`config.mk`:
```
export PLATFORM = sky130hd
export DESIGN_NAME = fir_mac_scheduler_flat
export DESIGN_NICKNAME = d
export VERILOG_FILES = /design/src/rtl/fir_pkg.sv /design/src/rtl/fir_mac_scheduler_if.sv /design/src/rtl/fir_delay_line.sv /design/src/rtl/fir_mac_scheduler.sv /design/src/flat_wrapper.sv
export SDC_FILE = /design/constraint.sdc
export NUM_CORES = 1
export LEC_CHECK = 0
export BUFFER_PORTS_ARGS = -buffer_cell sky130_fd_sc_hd__buf_2
export CORE_UTILIZATION = 43
export DETAILED_ROUTE_END_ITERATION = 8
export GPL_ROUTABILITY_DRIVEN = 0
export PLACE_DENSITY = 0.63
export SYNTH_ARGS = -nofsm -noshare
export SYNTH_HDL_FRONTEND = slang
export SYNTH_SLANG_ARGS = --single-unit
```
`constraint.sdc`:
```
create_clock -name clk -period 4.2 [get_ports clk]
set_input_delay 0.63 -clock clk [delete_from_list [all_inputs] [get_ports clk]]
set_output_delay 0.63 -clock clk [all_outputs]
set_load 0.01 [all_outputs]
```
`src/rtl/fir_pkg.sv`:
```
// Shared widths, FSM state type and accumulator sizing for the time-multiplexed FIR MAC scheduler.
package fir_pkg;

    localparam int X_W = 24;
    localparam int C_W = 13;
    localparam int P_W = 37;

    typedef enum logic [1:0] {
        IDLE,
        ISSUE,
        DRAIN,
        OUT
    } state_t;

    // Headroom for summing ntaps full-scale products without overflow.
    function automatic int acc_w(input int ntaps);
        return P_W + $clog2(ntaps);
    endfunction

endpackage

```
`src/rtl/fir_mac_scheduler_if.sv`:
```
// Sample, output, coefficient-config and external-multiplier signals of fir_mac_scheduler.
interface fir_mac_scheduler_if #(
    parameter int NTAPS = 8,
    parameter int OUT_W = 24
);
    localparam int AW = $clog2(NTAPS);

    logic                             x_valid;
    logic                             x_ready;
    logic signed [fir_pkg::X_W-1:0]   x_data;

    logic                             y_valid;
    logic                             y_ready;
    logic        [OUT_W-1:0]          y_data;

    logic                             cfg_we;
    logic        [AW-1:0]             cfg_addr;
    logic        [fir_pkg::C_W-1:0]   cfg_data;
    logic                             cfg_busy;

    logic                             mul_ce;
    logic signed [fir_pkg::X_W-1:0]   mul_a;
    logic        [fir_pkg::C_W-1:0]   mul_b;
    logic signed [fir_pkg::P_W-1:0]   mul_p;

    modport slave (
        input  x_valid, x_data, y_ready, cfg_we, cfg_addr, cfg_data, mul_p,
        output x_ready, y_valid, y_data, cfg_busy, mul_ce, mul_a, mul_b
    );

    modport master (
        output x_valid, x_data, y_ready, cfg_we, cfg_addr, cfg_data, mul_p,
        input  x_ready, y_valid, y_data, cfg_busy, mul_ce, mul_a, mul_b
    );

endinterface

```
`src/rtl/fir_delay_line.sv`:
```
// NTAPS-deep circular sample history: one write port at wp, one combinational read at (wp - k) mod NTAPS.
module fir_delay_line
    import fir_pkg::*;
#(
    parameter int  NTAPS = 8,
    localparam int AW    = $clog2(NTAPS)
) (
    input  logic                  clk,
    input  logic                  reset,
    input  logic                  we,
    input  logic [AW-1:0]         wp,
    input  logic signed [X_W-1:0] wdata,
    input  logic [AW-1:0]         k,
    output logic signed [X_W-1:0] rdata
);

    logic signed [X_W-1:0] dl [NTAPS];
    logic [AW-1:0]         rd_idx;

    always_ff @(posedge clk or negedge reset) begin
        if (!reset) begin
            for (int unsigned i = 0; i < NTAPS; i++) begin
                dl[i] <= '0;
            end
        end else if (we) begin
            dl[wp] <= wdata;
        end
    end

    // Borrow case adds NTAPS back so non-power-of-two depths wrap correctly.
    always_comb begin
        rd_idx = wp - k;
        if (wp < k) begin
            rd_idx = wp - k + AW'(NTAPS);
        end
        rdata = dl[rd_idx];
    end

endmodule

```
`src/rtl/fir_mac_scheduler.sv`:
```
// Time-multiplexed FIR: one external pipelined multiplier shared across NTAPS taps.
// Define FIR_SAT_EN to clip the output to OUT_W; otherwise the output wraps.
module fir_mac_scheduler
    import fir_pkg::*;
#(
    parameter int NTAPS      = 8,
    parameter int MUL_LAT    = 3,
    parameter int FRAC_SHIFT = 12,
    parameter int OUT_W      = 24
) (
    input  logic                clk,
    input  logic                reset,
    fir_mac_scheduler_if.slave  bus
);

    localparam int AW    = $clog2(NTAPS);
    localparam int ACC_W = acc_w(NTAPS);
    localparam logic [MUL_LAT-1:0] LAST_ONLY = MUL_LAT'(1) << (MUL_LAT - 1);

    state_t                  state;
    logic [AW-1:0]           wp;
    logic [AW-1:0]           tap;
    logic [MUL_LAT-1:0]      vld_sr;
    logic signed [ACC_W-1:0] acc;
    logic [C_W-1:0]          coef [NTAPS];

    logic                    accept;
    logic                    issuing;
    logic                    last_tap;
    logic                    prod_vld;
    logic                    drain_done;
    logic signed [X_W-1:0]   dl_rdata;
    logic signed [ACC_W-1:0] prod_ext;
    logic [OUT_W-1:0]        y_next;

    fir_delay_line #(
        .NTAPS (NTAPS)
    ) u_delay_line (
        .clk   (clk),
        .reset (reset),
        .we    (accept),
        .wp    (wp),
        .wdata (bus.x_data),
        .k     (tap),
        .rdata (dl_rdata)
    );

    assign accept     = (state == IDLE) && bus.x_valid;
    assign issuing    = (state == ISSUE);
    assign last_tap   = (tap == AW'(NTAPS - 1));
    assign prod_vld   = vld_sr[MUL_LAT-1];
    // Only the final tag remains in flight: this edge accumulates the last product.
    assign drain_done = (vld_sr == LAST_ONLY);
    assign prod_ext   = {{(ACC_W-P_W){bus.mul_p[P_W-1]}}, bus.mul_p};

    assign bus.mul_a  = issuing ? dl_rdata  : '0;
    assign bus.mul_b  = issuing ? coef[tap] : '0;

`ifdef FIR_SAT_EN
    localparam logic signed [ACC_W-1:0] SAT_MAX = {{(ACC_W-OUT_W+1){1'b0}}, {(OUT_W-1){1'b1}}};
    localparam logic signed [ACC_W-1:0] SAT_MIN = {{(ACC_W-OUT_W+1){1'b1}}, {(OUT_W-1){1'b0}}};
    logic signed [ACC_W-1:0] r;

    always_comb begin
        r = acc >>> FRAC_SHIFT;
        if (r > SAT_MAX) begin
            y_next = {1'b0, {(OUT_W-1){1'b1}}};
        end else if (r < SAT_MIN) begin
            y_next = {1'b1, {(OUT_W-1){1'b0}}};
        end else begin
            y_next = r[OUT_W-1:0];
        end
    end
`else
    always_comb begin
        y_next = OUT_W'(acc >>> FRAC_SHIFT);
    end
`endif

    always_ff @(posedge clk or negedge reset) begin
        if (!reset) begin
            for (int unsigned i = 0; i < NTAPS; i++) begin
                coef[i] <= '0;
            end
        end else if (state == IDLE && bus.cfg_we && 32'(bus.cfg_addr) < NTAPS) begin
            coef[bus.cfg_addr] <= bus.cfg_data;
        end
    end

    always_ff @(posedge clk or negedge reset) begin
        if (!reset) begin
            state        <= IDLE;
            wp           <= '0;
            tap          <= '0;
            vld_sr       <= '0;
            acc          <= '0;
            bus.x_ready  <= 1'b1;
            bus.cfg_busy <= 1'b0;
            bus.mul_ce   <= 1'b0;
            bus.y_valid  <= 1'b0;
            bus.y_data   <= '0;
        end else begin
            // Tag each issued tap; the tag surfaces alongside its product.
            vld_sr <= MUL_LAT'({vld_sr, issuing});
            if (prod_vld) begin
                acc <= acc + prod_ext;
            end

            case (state)
                IDLE: begin
                    if (accept) begin
                        acc          <= '0;
                        tap          <= '0;
                        state        <= ISSUE;
                        bus.x_ready  <= 1'b0;
                        bus.cfg_busy <= 1'b1;
                        bus.mul_ce   <= 1'b1;
                    end
                end
                ISSUE: begin
                    tap <= tap + AW'(1);
                    if (last_tap) begin
                        state <= DRAIN;
                    end
                end
                DRAIN: begin
                    if (drain_done) begin
                        state <= OUT;
                    end
                end
                OUT: begin
                    if (!bus.y_valid) begin
                        bus.y_valid <= 1'b1;
                        bus.y_data  <= y_next;
                    end else if (bus.y_ready) begin
                        bus.y_valid  <= 1'b0;
                        wp           <= (wp == AW'(NTAPS - 1)) ? '0 : wp + AW'(1);
                        state        <= IDLE;
                        bus.x_ready  <= 1'b1;
                        bus.cfg_busy <= 1'b0;
                        bus.mul_ce   <= 1'b0;
                    end
                end
                default: state <= IDLE;
            endcase
        end
    end

endmodule

```
`src/flat_wrapper.sv`:
```
// flat-port wrapper written by rule: the top's interface ports become plain ports
module fir_mac_scheduler_flat import fir_pkg::*;
#(
    parameter int NTAPS      = 8,
    parameter int MUL_LAT    = 3,
    parameter int FRAC_SHIFT = 12,
    parameter int OUT_W      = 24
)
  (clk, reset, bus_x_valid, bus_x_data, bus_y_ready, bus_cfg_we, bus_cfg_addr, bus_cfg_data, bus_mul_p, bus_x_ready, bus_y_valid, bus_y_data, bus_cfg_busy, bus_mul_ce, bus_mul_a, bus_mul_b);
  fir_mac_scheduler_if #(.NTAPS(NTAPS), .OUT_W(OUT_W)) bus_i ();
  input  logic clk;
  input  logic reset;
  input wire logic [$bits(bus_i.x_valid)-1:0] bus_x_valid;
  input wire logic [$bits(bus_i.x_data)-1:0] bus_x_data;
  input wire logic [$bits(bus_i.y_ready)-1:0] bus_y_ready;
  input wire logic [$bits(bus_i.cfg_we)-1:0] bus_cfg_we;
  input wire logic [$bits(bus_i.cfg_addr)-1:0] bus_cfg_addr;
  input wire logic [$bits(bus_i.cfg_data)-1:0] bus_cfg_data;
  input wire logic [$bits(bus_i.mul_p)-1:0] bus_mul_p;
  output wire logic [$bits(bus_i.x_ready)-1:0] bus_x_ready;
  output wire logic [$bits(bus_i.y_valid)-1:0] bus_y_valid;
  output wire logic [$bits(bus_i.y_data)-1:0] bus_y_data;
  output wire logic [$bits(bus_i.cfg_busy)-1:0] bus_cfg_busy;
  output wire logic [$bits(bus_i.mul_ce)-1:0] bus_mul_ce;
  output wire logic [$bits(bus_i.mul_a)-1:0] bus_mul_a;
  output wire logic [$bits(bus_i.mul_b)-1:0] bus_mul_b;
  assign bus_i.x_valid = bus_x_valid;
  assign bus_i.x_data = bus_x_data;
  assign bus_i.y_ready = bus_y_ready;
  assign bus_i.cfg_we = bus_cfg_we;
  assign bus_i.cfg_addr = bus_cfg_addr;
  assign bus_i.cfg_data = bus_cfg_data;
  assign bus_i.mul_p = bus_mul_p;
  assign bus_x_ready = bus_i.x_ready;
  assign bus_y_valid = bus_i.y_valid;
  assign bus_y_data = bus_i.y_data;
  assign bus_cfg_busy = bus_i.cfg_busy;
  assign bus_mul_ce = bus_i.mul_ce;
  assign bus_mul_a = bus_i.mul_a;
  assign bus_mul_b = bus_i.mul_b;
  fir_mac_scheduler #(.NTAPS(NTAPS), .MUL_LAT(MUL_LAT), .FRAC_SHIFT(FRAC_SHIFT), .OUT_W(OUT_W)) u_core (.clk(clk), .reset(reset), .bus(bus_i));
endmodule
```
==> results of run 1 <==
## flip-flops by register name, summed over array words and instances (netlist names)
register                cells
u_core.bus.x_ready          1
u_core.coef               104
u_core.u_delay_line.dl    192
u_core.wp                   3
u_core.state                2
u_core.tap                  3
u_core.vld_sr               3
u_core.bus.y_valid          1
u_core.acc                 36
u_core.bus.y_data          24
u_core.bus.mul_ce           1
## cell usage in the layout (no fill, tap or decap), types with 6 or more instances in the layout
cell type                   netlist  final
sky130_fd_sc_hd__dfrtp_1        369    368
sky130_fd_sc_hd__mux2_2         320    320
sky130_fd_sc_hd__buf_2           30    144
sky130_fd_sc_hd__nand2_1        112    112
sky130_fd_sc_hd__a21oi_1         78     78
sky130_fd_sc_hd__mux4_2          74     74
sky130_fd_sc_hd__nor2_1          70     64
sky130_fd_sc_hd__clkbuf_16        0     45
sky130_fd_sc_hd__ha_1            44     43
sky130_fd_sc_hd__o21ai_0         39     39
sky130_fd_sc_hd__mux2i_1         28     28
sky130_fd_sc_hd__buf_4            1     22
sky130_fd_sc_hd__inv_1           17     16
sky130_fd_sc_hd__nand4_1         12     12
sky130_fd_sc_hd__nand3_1         11     11
sky130_fd_sc_hd__nor3_1          11     10
sky130_fd_sc_hd__xor2_1          11     10
sky130_fd_sc_hd__bufinv_16        0     10
sky130_fd_sc_hd__o21a_1           9      9
sky130_fd_sc_hd__a21o_1           9      9
sky130_fd_sc_hd__o211ai_1         9      9
sky130_fd_sc_hd__nand2b_1         9      9
sky130_fd_sc_hd__xnor2_1          9      8
sky130_fd_sc_hd__or3_1            8      8
sky130_fd_sc_hd__o21bai_1         7      7
sky130_fd_sc_hd__o22ai_1          7      7
sky130_fd_sc_hd__clkinv_2         0      7
sky130_fd_sc_hd__nor2_2           0      6
sky130_fd_sc_hd__clkbuf_1        38      6
sky130_fd_sc_hd__clkbuf_8         0      6
## per-layer routing
layer	part of all wire, %	routed length [microns]
met5	0.050	22
met4	2.1	925
met3	4.8	2107
met2	48	20870
met1	45	19830
## cell type report
cell class / count / area (sq um)
clock inverters: 21 / 381.6
diodes: 1 / 2.502
clock buffers: 57 / 1231
repair buffers: 172 / 1001
inverters: 17 / 63.81
fillers: 3681 / 20640
well taps: 539 / 674.4
multi-input cells: 950 / 8875
flip-flops and latches: 370 / 9261
## path summary, 6_finish.rpt
| path | startpoint | endpoint | cells after the start |
|---|---|---|---|
| min reg2reg | u_core.vld_sr[0]$_DFF_PN0_ | u_core.vld_sr[1]$_DFF_PN0_ | 0 |
| min | reset | u_core.u_delay_line.dl[175]$_DFFE_PN0P_ | 1 |
| max reg2reg | u_core.acc[1]$_DFF_PN0_ | u_core.acc[29]$_DFF_PN0_ | 8 |
| min in group clk | u_core.vld_sr[0]$_DFF_PN0_ | u_core.vld_sr[1]$_DFF_PN0_ | 0 |
| max | u_core.wp[0]$_DFFE_PN0P_ | bus_mul_a[19] | 9 |
| max in group asynchronous | reset | u_core.u_delay_line.dl[110]$_DFFE_PN0P_ | 2 |
## cells by family (layout without fill, tap and decap cells)
| logic type | count (synthesis) | after routing | share of synthesized area (%) |
|---|---|---|---|
| AO/OA/AOI/OAI | 204 | 204 | 6.972 |
| flip-flops | 370 | 370 | 50.15 |
| other | 0 | 1 | 0 |
| AND/OR/NAND/NOR | 258 | 258 | 6.457 |
| buffers and inverters | 96 | 267 | 2.216 |
| multiplexers | 422 | 422 | 30.06 |
| XOR/XNOR | 20 | 20 | 0.9486 |
| adder cells (fa/ha/maj) | 46 | 46 | 3.198 |
## metrics by stage
step / power [mW] / utilization, %
2_1_floorplan: 3.778 / -
3_3_place_gp: 3.962 / 47.17
3_5_place_dp: 3.970 / 47.17
4_1_cts: 8.243 / 51.00
5_1_grt: 8.424 / 51.00
6_report: 8.112 / 51.01
## power breakdown
group	switching (mW)	internal (mW)	leakage, nW	total [mW]
combinational	0.230	0.102	4.38	0.332
clock	1.52	2.69	0.796	4.21
sequential	0.00324	3.57	5.09	3.57
total	1.75	6.36	10.3	8.11
==> flow_summary.yaml, run 1 <==
logic_synthesis:
  post-synth-top-area-fraction_pct: 50.01
  ys_ff_latch: 370
  postSynth.topFlopCell: "sky130_fd_sc_hd__dfrtp_1"
  synth_cell_type_count: 68
  area_leader_netlist: "sky130_fd_sc_hd__dfrtp_1"
  synth_common_cells: "sky130_fd_sc_hd__dfrtp_1, sky130_fd_sc_hd__mux2_2, sky130_fd_sc_hd__nand2_1"
  synth_area_per_cell_sq_um: 13.04
  synth_area_leaders: "sky130_fd_sc_hd__dfrtp_1, sky130_fd_sc_hd__mux2_2, sky130_fd_sc_hd__mux4_2"
  synth_nets: 1544
  synthesis.instances: 1416
  synth_enable_flop_cells: 0
  share_of_synthesized_flip_flops_with_an_asynchronous_set_or_reset_pct: 100.0
  synthMostInstantiatedCell: "sky130_fd_sc_hd__dfrtp_1"
  seq_area_frac_synth_pct: 50.15
  yosysWarnings: 0
  syn_area_sq_um: 18470
global_routing:
  gr-usage-met1_pct: 28.26
  grt_antenna_before_repair: 3
  all_layer_gr_usage_pct: 20.73
  grt_util_met3_pct: 4.073
  grt_pass1_vias: 12605
  grt_start_max_net_pins: 120
  globalRouteOverflowTotal: 0
  globalRoute.busiestLayer: "met2"
  first_pass_grt_wire_length_mm: 70.83
  groute.layer.met2.usage_pct: 33.52
placed_design:
  placedCellCount: 2048
  dpl_cell_area_sq_um: 19880
  post-dp-hpwl_mm: 27.20
  place_ws_ns: 0.8337
  numPortBuffers: 145
floorplan:
  die_area_sq_um: 43780
  fp-row-count: 75
  core_area_sq_um: 42130
  dieHeight_microns: 209.2
  boundaryPins: 147
  dieWidth_microns: 209.2
  starting_density_pct: 43.82
clock_tree:
  worst_skew_pair.late_latency_ns: 0.56
  clk_pin_slew_worst_paths_ns: 0.06
  cts.repair.resized: 0
  cts_sinks: 370
  cts_h_tree_lvls: 2
  clk_root_buffer_cell: "sky130_fd_sc_hd__clkbuf_16"
  worst_case_clock_buffer_depth: 3
  postcts_setup_bufs: 0
  cts_inserted_buffers: 43
  holdBufCountCts: 0
  tritoncts: "built"
sta:
  tightest_slew_ns: 0.9341
  report.final.hold_viol_count: 0
  setup_violations: 0
  final.setup.tns_ns: 0
  timing.clock.skew_ns: 0.01474
  hold_ws_ns: 0.1812
  final-max-slew-violation-count: 0
  crit_share_post_route_pct: 93.45
  worst_slack_ns: 0.2751
  fmax_mhz: 254.8
  finalWorstPathRequiredPeriod_ns: 3.925
  grt_setup_unrepaired: "false"
  timing.slew.headroom_pct: 37.66
cells_and_area:
  fin_area_sq_um: 21490
  layout-drive-gt1-share_pct: 41.97
  final-instance-count-excl-fill: 2127
  area_growth_pct: 16.38
  finish.net_count: 1682
worst_setup_path:
  worstPathCellList: "inv_1, ha_4, inv_1, fa_2, buf_4, mux4_2, nand2_1, a21oi_1, buf_2"
  slowest_stage: "sky130_fd_sc_hd__fa_2"
  criticalPathCategory: "reg -> out"
  critical_path.startpoint_type: "register"
  path_common_cell: "sky130_fd_sc_hd__inv_1"
  worstPathRequired_ns: 3.57
  worstPathMaxFanout: 13
  cp.buffers_inverters: 4
  rrSetupSlack_ns: 1.33
  max_stage_delay_ns: 0.80
  worst_path_dominant_cell_family: "adder cells"
  setup.worst_path.end_class: "primary output"
  cp_data_arrival_time_ns: 3.29
route:
  first_pass_iters: 5
  drt_wl_total_mm: 43.76
  ant_nets: 0
  vias: 12145
  post_drt_wl_per_cell_microns: 20.57
  number_of_drc_violations_after_detailed_routing: 0
  drt-vias-per-instance: 5.710
  drtIter0Drc: 692
power_and_ir_drop:
  vdd_drop_max_uv: 491.9
  power_leakage_nw: 10.27
  cellPowerDensity_nw_per_um2: 377.4
min_path:
  hold_path.class: "in -> async"
run_status:
  run_status: "finished clean"
flow_run:
  number_of_violations_of_the_max_capacitance_limit: 0
Power figures use the tool's default switching activity.
==> run 2: changes to the inputs <==
--- a/config.mk
+++ b/config.mk
@@ -9,6 +9,7 @@
 export CORE_UTILIZATION = 43
 export DETAILED_ROUTE_END_ITERATION = 8
 export GPL_ROUTABILITY_DRIVEN = 0
+export MAX_ROUTING_LAYER = met4
 export PLACE_DENSITY = 0.63
 export SYNTH_ARGS = -nofsm -noshare
 export SYNTH_HDL_FRONTEND = slang
==> run 2 against run 1 <==
Against the previous run:
- clock-buffer cell count stayed put
- global-route usage is 0.65 points higher
- first-iteration DRC count decreased by 1.6%
- clock power hardly changed
- non-clock buffer count did not move
- fmax shrank 0.21%
- critical path depth unchanged
- power is essentially flat
- sequential power about the same
- combinational power is essentially flat
- largest cell class unchanged
==> flow_summary.yaml, run 2 (synthesis gave the netlist of run 1 again) <==
clock_tree:
  clk_pin_slew_worst_paths_ns: 0.06
  clk_root_buffer_cell: "sky130_fd_sc_hd__clkbuf_16"
  holdBufCountCts: 0
  cts.repair.resized: 0
  tritoncts: "built"
  worst_skew_pair.late_latency_ns: 0.56
  cts_sinks: 370
  cts_h_tree_lvls: 2
  worst_case_clock_buffer_depth: 3
  postcts_setup_bufs: 0
  cts_inserted_buffers: 43
worst_setup_path:
  worst_path_dominant_cell_family: "adder cells"
  path_common_cell: "sky130_fd_sc_hd__inv_1"
  worstPathRequired_ns: 3.57
  worstPathMaxFanout: 13
  worstPathCellList: "inv_1, ha_4, inv_1, fa_2, buf_4, mux4_2, nand2_1, a21oi_1, buf_2"
  rrSetupSlack_ns: 1.40
  cp_data_arrival_time_ns: 3.30
  max_stage_delay_ns: 0.80
  slowest_stage: "sky130_fd_sc_hd__fa_2"
  critical_path.startpoint_type: "register"
  setup.worst_path.end_class: "primary output"
  criticalPathCategory: "reg -> out"
  cp.buffers_inverters: 4
run_status:
  run_status: "finished clean"
sta:
  grt_setup_unrepaired: "false"
  final-max-slew-violation-count: 0
  final.setup.tns_ns: 0
  timing.slew.headroom_pct: 35.96
  setup_violations: 0
  crit_share_post_route_pct: 93.65
  finalWorstPathRequiredPeriod_ns: 3.933
  tightest_slew_ns: 0.9606
  timing.clock.skew_ns: 0.01548
  fmax_mhz: 254.2
  report.final.hold_viol_count: 0
global_routing:
  grt_pass1_vias: 12606
  first_pass_grt_wire_length_mm: 70.84
  grt_start_max_net_pins: 120
  all_layer_gr_usage_pct: 21.38
  grt_antenna_before_repair: 3
  globalRouteOverflowTotal: 0
  groute.layer.met2.usage_pct: 33.52
  gr-usage-met1_pct: 28.36
  globalRoute.busiestLayer: "met2"
  grt_util_met3_pct: 3.968
floorplan:
  boundaryPins: 147
  dieWidth_microns: 209.2
  dieHeight_microns: 209.2
  fp-row-count: 75
  die_area_sq_um: 43780
  core_area_sq_um: 42130
  starting_density_pct: 43.82
placed_design:
  numPortBuffers: 145
  post-dp-hpwl_mm: 27.20
  placedCellCount: 2048
cells_and_area:
  biggest_register: "u_core.u_delay_line.dl"
  largest_register_ffs: 192
  finish.net_count: 1682
  layout-drive-gt1-share_pct: 41.97
  biggestRegsByFlops: "u_core.u_delay_line.dl: 192 flops, u_core.coef: 104 flops, u_core.acc: 36 flops"
  area_growth_pct: 16.41
  final_cell_mix: "sky130_fd_sc_hd__dfrtp_1, sky130_fd_sc_hd__mux2_2, sky130_fd_sc_hd__buf_2"
  final-instance-count-excl-fill: 2129
  layout.cells.most_common: "sky130_fd_sc_hd__dfrtp_1"
route:
  vias: 12137
  ant_nets: 0
  first_pass_iters: 5
  drtIter0Drc: 681
  drt_wl_total_mm: 43.83
  number_of_drc_violations_after_detailed_routing: 0
  post_drt_wl_per_cell_microns: 20.59
  drt-vias-per-instance: 5.701
power_and_ir_drop:
  cellPowerDensity_nw_per_um2: 377.5
  pwr-share-comb_pct: 4.1
  power_leakage_nw: 10.27
  share_clk_of_total_power_pct: 51.9
  netSwitchingPower_mw: 1.757
  pwr-share-seq_pct: 44.0
  swShare_pct: 21.65
  internal_power_mw: 6.358
  vdd_drop_max_uv: 499.3
flow_run:
  number_of_violations_of_the_max_capacitance_limit: 0
min_path:
  hold_path.class: "in -> async"
## run 2: cell count changes in the layout (fill, tap and decap cells not counted)
cell | previous run | this run
sky130_fd_sc_hd__diode_2 | 1 | 3
## run 2: path summary, 6_finish.rpt
path | from | end | depth (start not counted)
setup reg to reg | u_core.acc[1]$_DFF_PN0_ | u_core.acc[25]$_DFF_PN0_ | 8
max in group asynchronous | reset | u_core.u_delay_line.dl[90]$_DFFE_PN0P_ | 2
hold / removal | reset | u_core.u_delay_line.dl[55]$_DFFE_PN0P_ | 1
setup / recovery | u_core.wp[0]$_DFFE_PN0P_ | bus_mul_a[19] | 9
min in group clk | u_core.vld_sr[0]$_DFF_PN0_ | u_core.vld_sr[1]$_DFF_PN0_ | 0
hold reg to reg | u_core.vld_sr[0]$_DFF_PN0_ | u_core.vld_sr[1]$_DFF_PN0_ | 0
## run 2: final cells by class
type	count	area (sq um)
antenna	3	7.507
clock buffer	57	1231
clock inverter	21	381.6
fill	3681	20640
inverter	17	63.81
multi-input combinational	950	8875
sequential	370	9261
tap	539	674.4
timing repair buffer	172	1001
## run 2: power groups by stage
stage | Sequential, mW | Combinational (mW) | Clock, mW
after floorplan | 3.64 | 0.143 | 0
after global placement | 3.64 | 0.326 | 0
after detailed placement | 3.64 | 0.334 | 0
after CTS | 3.57 | 0.336 | 4.34
after global routing | 3.57 | 0.376 | 4.48
final | 3.57 | 0.332 | 4.21
## run 2: layer usage
metal | routed length, microns | vias up | part of all wire (%)
met2 | 21000 | 240 | 48
met3 | 1887 | 66 | 4.3
met4 | 912 | 0 | 2.1
met5 | 0 | - | 0
met1 | 20040 | 6309 | 46
li1 | - | 5522 | -
## run 2: stage by stage
| stage | utilization (%) | setup WS (ns) | cell area [sq um] | power (mW) | hold slack [ns] |
|---|---|---|---|---|---|
| 2_1_floorplan | - | 0.7434 | 18470 | 3.778 | 0.3344 |
| 4_1_cts | 51.00 | 0.2055 | 21490 | 8.243 | 0.1963 |
| 5_1_grt | 51.02 | 0.1129 | 21500 | 8.427 | 0.2383 |
| 3_5_place_dp | 47.17 | 0.8337 | 19880 | 3.970 | 0.3562 |
| 6_report | 51.02 | 0.2667 | 21500 | 8.115 | 0.1347 |
| 3_3_place_gp | 47.17 | 0.8251 | 19880 | 3.962 | 0.3478 |
## run 2: worst register-to-register path, stage by stage, from the launching register on
cell,delay (ns)
sky130_fd_sc_hd__dfrtp_1,0.40
sky130_fd_sc_hd__ha_1,0.30
sky130_fd_sc_hd__a211oi_1,0.35
sky130_fd_sc_hd__o21bai_1,0.13
sky130_fd_sc_hd__a21oi_1,0.40
sky130_fd_sc_hd__o21ai_0,0.31
sky130_fd_sc_hd__a31oi_1,0.52
sky130_fd_sc_hd__xor2_1,0.17
sky130_fd_sc_hd__o21ai_0,0.08
==> run 3: changes to the inputs <==
--- a/config.mk
+++ b/config.mk
@@ -6,11 +6,13 @@
 export NUM_CORES = 1
 export LEC_CHECK = 0
 export BUFFER_PORTS_ARGS = -buffer_cell sky130_fd_sc_hd__buf_2
+export CELL_PAD_IN_SITES_DETAIL_PLACEMENT = 0
+export CELL_PAD_IN_SITES_GLOBAL_PLACEMENT = 1
 export CORE_UTILIZATION = 43
 export DETAILED_ROUTE_END_ITERATION = 8
 export GPL_ROUTABILITY_DRIVEN = 0
 export MAX_ROUTING_LAYER = met4
-export PLACE_DENSITY = 0.63
+export PLACE_DENSITY = 0.74
 export SYNTH_ARGS = -nofsm -noshare
 export SYNTH_HDL_FRONTEND = slang
 export SYNTH_SLANG_ARGS = --single-unit
==> run 3 against run 2 <==
Against the previous run:
- routed wire length is 1.2% higher
- combinational power about the same
- via count down 1.0%
- critical path type unchanged
- final area down 0.91%
==> flow_summary.yaml, run 3 (synthesis gave the netlist of run 1 again) <==
flow_run:
  number_of_violations_of_the_max_capacitance_limit: 0
worst_setup_path:
  worstPathMaxFanout: 19
  rrSetupSlack_ns: 1.37
  worst_r2r_startpoint: "u_core.acc[1]$_DFF_PN0_"
  worstPathRequired_ns: 3.57
  criticalPathCategory: "reg -> out"
  r2r.worst_path.cells: 8
  setup.worst_path.end_class: "primary output"
  cp_data_arrival_time_ns: 3.28
  critical_path.startpoint_type: "register"
  critical_path.reg2reg.endpoint: "u_core.acc[25]$_DFF_PN0_"
sta:
  hold_ws_ns: 0.1434
  crit_share_post_route_pct: 93.09
  final-max-slew-violation-count: 0
  grt_setup_unrepaired: "false"
  timing.clock.skew_ns: 0.01536
  tightest_slew_ns: 1.056
  report.final.hold_viol_count: 0
  setup_violations: 0
  finalWorstPathRequiredPeriod_ns: 3.910
  timing.slew.headroom_pct: 29.48
  fmax_mhz: 255.8
  final.setup.tns_ns: 0
  worst_slack_ns: 0.2902
global_routing:
  globalRouteOverflowTotal: 0
  grt_antenna_before_repair: 6
  grt_start_max_net_pins: 114
  first_pass_grt_wire_length_mm: 71.76
  grt_pass1_vias: 12816
  all_layer_gr_usage_pct: 21.56
cells_and_area:
  layout.cells.most_common: "sky130_fd_sc_hd__dfrtp_1"
  layout-drive-gt1-share_pct: 41.59
  area_growth_pct: 15.35
  final-instance-count-excl-fill: 2128
  fin_area_sq_um: 21300
  biggestRegsByFlops: "u_core.u_delay_line.dl: 192 flops, u_core.coef: 104 flops, u_core.acc: 36 flops"
  final_cell_mix: "sky130_fd_sc_hd__dfrtp_1, sky130_fd_sc_hd__mux2_2, sky130_fd_sc_hd__buf_2"
  post-route-util_pct: 50.55
  biggest_register: "u_core.u_delay_line.dl"
  largest_register_ffs: 192
  finish.net_count: 1681
clock_tree:
  worst_case_clock_buffer_depth: 3
  worst_skew_pair.late_latency_ns: 0.56
  tritoncts: "built"
  cts_sinks: 370
  clk_pin_slew_worst_paths_ns: 0.06
  postcts_setup_bufs: 0
  holdBufCountCts: 0
  clk_root_buffer_cell: "sky130_fd_sc_hd__clkbuf_16"
  cts.repair.resized: 0
  cts_inserted_buffers: 43
  cts_h_tree_lvls: 2
route:
  ant_nets: 0
  vias: 12012
  number_of_drc_violations_after_detailed_routing: 0
  first_pass_iters: 5
  drt_wl_total_mm: 44.36
  drt-vias-per-instance: 5.645
  post_drt_wl_per_cell_microns: 20.84
  drtIter0Drc: 561
placed_design:
  numPortBuffers: 145
  dpl_cell_area_sq_um: 19860
  place_ws_ns: 0.7129
  placedCellCount: 2046
  post-dp-hpwl_mm: 27.61
floorplan:
  starting_density_pct: 43.82
  boundaryPins: 147
  fp-row-count: 75
  core_area_sq_um: 42130
  dieWidth_microns: 209.2
  dieHeight_microns: 209.2
  die_area_sq_um: 43780
power_and_ir_drop:
  overall_power_after_layout_mw: 7.661
  cellPowerDensity_nw_per_um2: 359.7
  power_leakage_nw: 10.16
  vdd_drop_max_uv: 318.4
min_path:
  hold_path.class: "in -> async"
run_status:
  run_status: "finished clean"
run 3: cell count changes in the layout (fill, tap and decap cells not counted), sizes merged:
| cell | before | now |
|---|---|---|
| clkinvlp | 0 | 1 |
| clkbuf | 57 | 63 |
| diode | 3 | 7 |
| inv | 19 | 18 |
| buf | 172 | 171 |
| clkinv | 9 | 6 |
| bufinv | 10 | 3 |
run 3: final cells by class:
class                   instances  area, sq um
clock buffers                  63         1262
clock inverters                11        151.4
diodes                          7        17.52
multi-input cells             950         8876
fillers                      3671        20830
inverters                      17        63.81
flip-flops and latches        370         9261
well taps                     539        674.4
repair buffers                171        993.5
run 3: per-layer routing:
metal	vias up	GRT usage, %	wire length, microns
met1	6209	28.77	20520
li1	5528	-	-
met3	54	4.388	2010
met4	0	5.122	731
met5	-	-	0
met2	221	33.85	21090
run 3: how the worst max path moves through the flow:
stage	startpoint	to	slack, ns	cells past startpoint
6_report	u_core.wp[0]$_DFFE_PN0P_	bus_mul_a[23]	0.29	9
5_1_grt	u_core.wp[0]$_DFFE_PN0P_	bus_mul_a[3]	0.09	9
4_1_cts	u_core.wp[0]$_DFFE_PN0P_	bus_mul_a[23]	0.10	9
3_5_place_dp	u_core.wp[0]$_DFFE_PN0P_	bus_mul_a[23]	0.71	9
3_3_place_gp	u_core.wp[0]$_DFFE_PN0P_	bus_mul_a[23]	0.74	9
2_1_floorplan	u_core.tap[1]$_DFFE_PN0P_	bus_mul_a[16]	0.74	9
run 3: critical path, cell delays in order (launching register included):
cell	delay, ns
sky130_fd_sc_hd__dfrtp_1	0.52
sky130_fd_sc_hd__inv_1	0.22
sky130_fd_sc_hd__ha_4	0.15
sky130_fd_sc_hd__inv_1	0.05
sky130_fd_sc_hd__fa_2	0.40
sky130_fd_sc_hd__xor2_2	0.41
sky130_fd_sc_hd__buf_4	0.40
sky130_fd_sc_hd__nand2_1	0.09
sky130_fd_sc_hd__a21oi_1	0.28
sky130_fd_sc_hd__buf_2	0.20
run 3: power breakdown:
group	total [mW]	internal [mW]	leakage [nW]	switching [mW]
logic	0.335	0.103	4.38	0.232
clock network	3.75	2.26	0.693	1.49
registers	3.57	3.57	5.09	0.00294
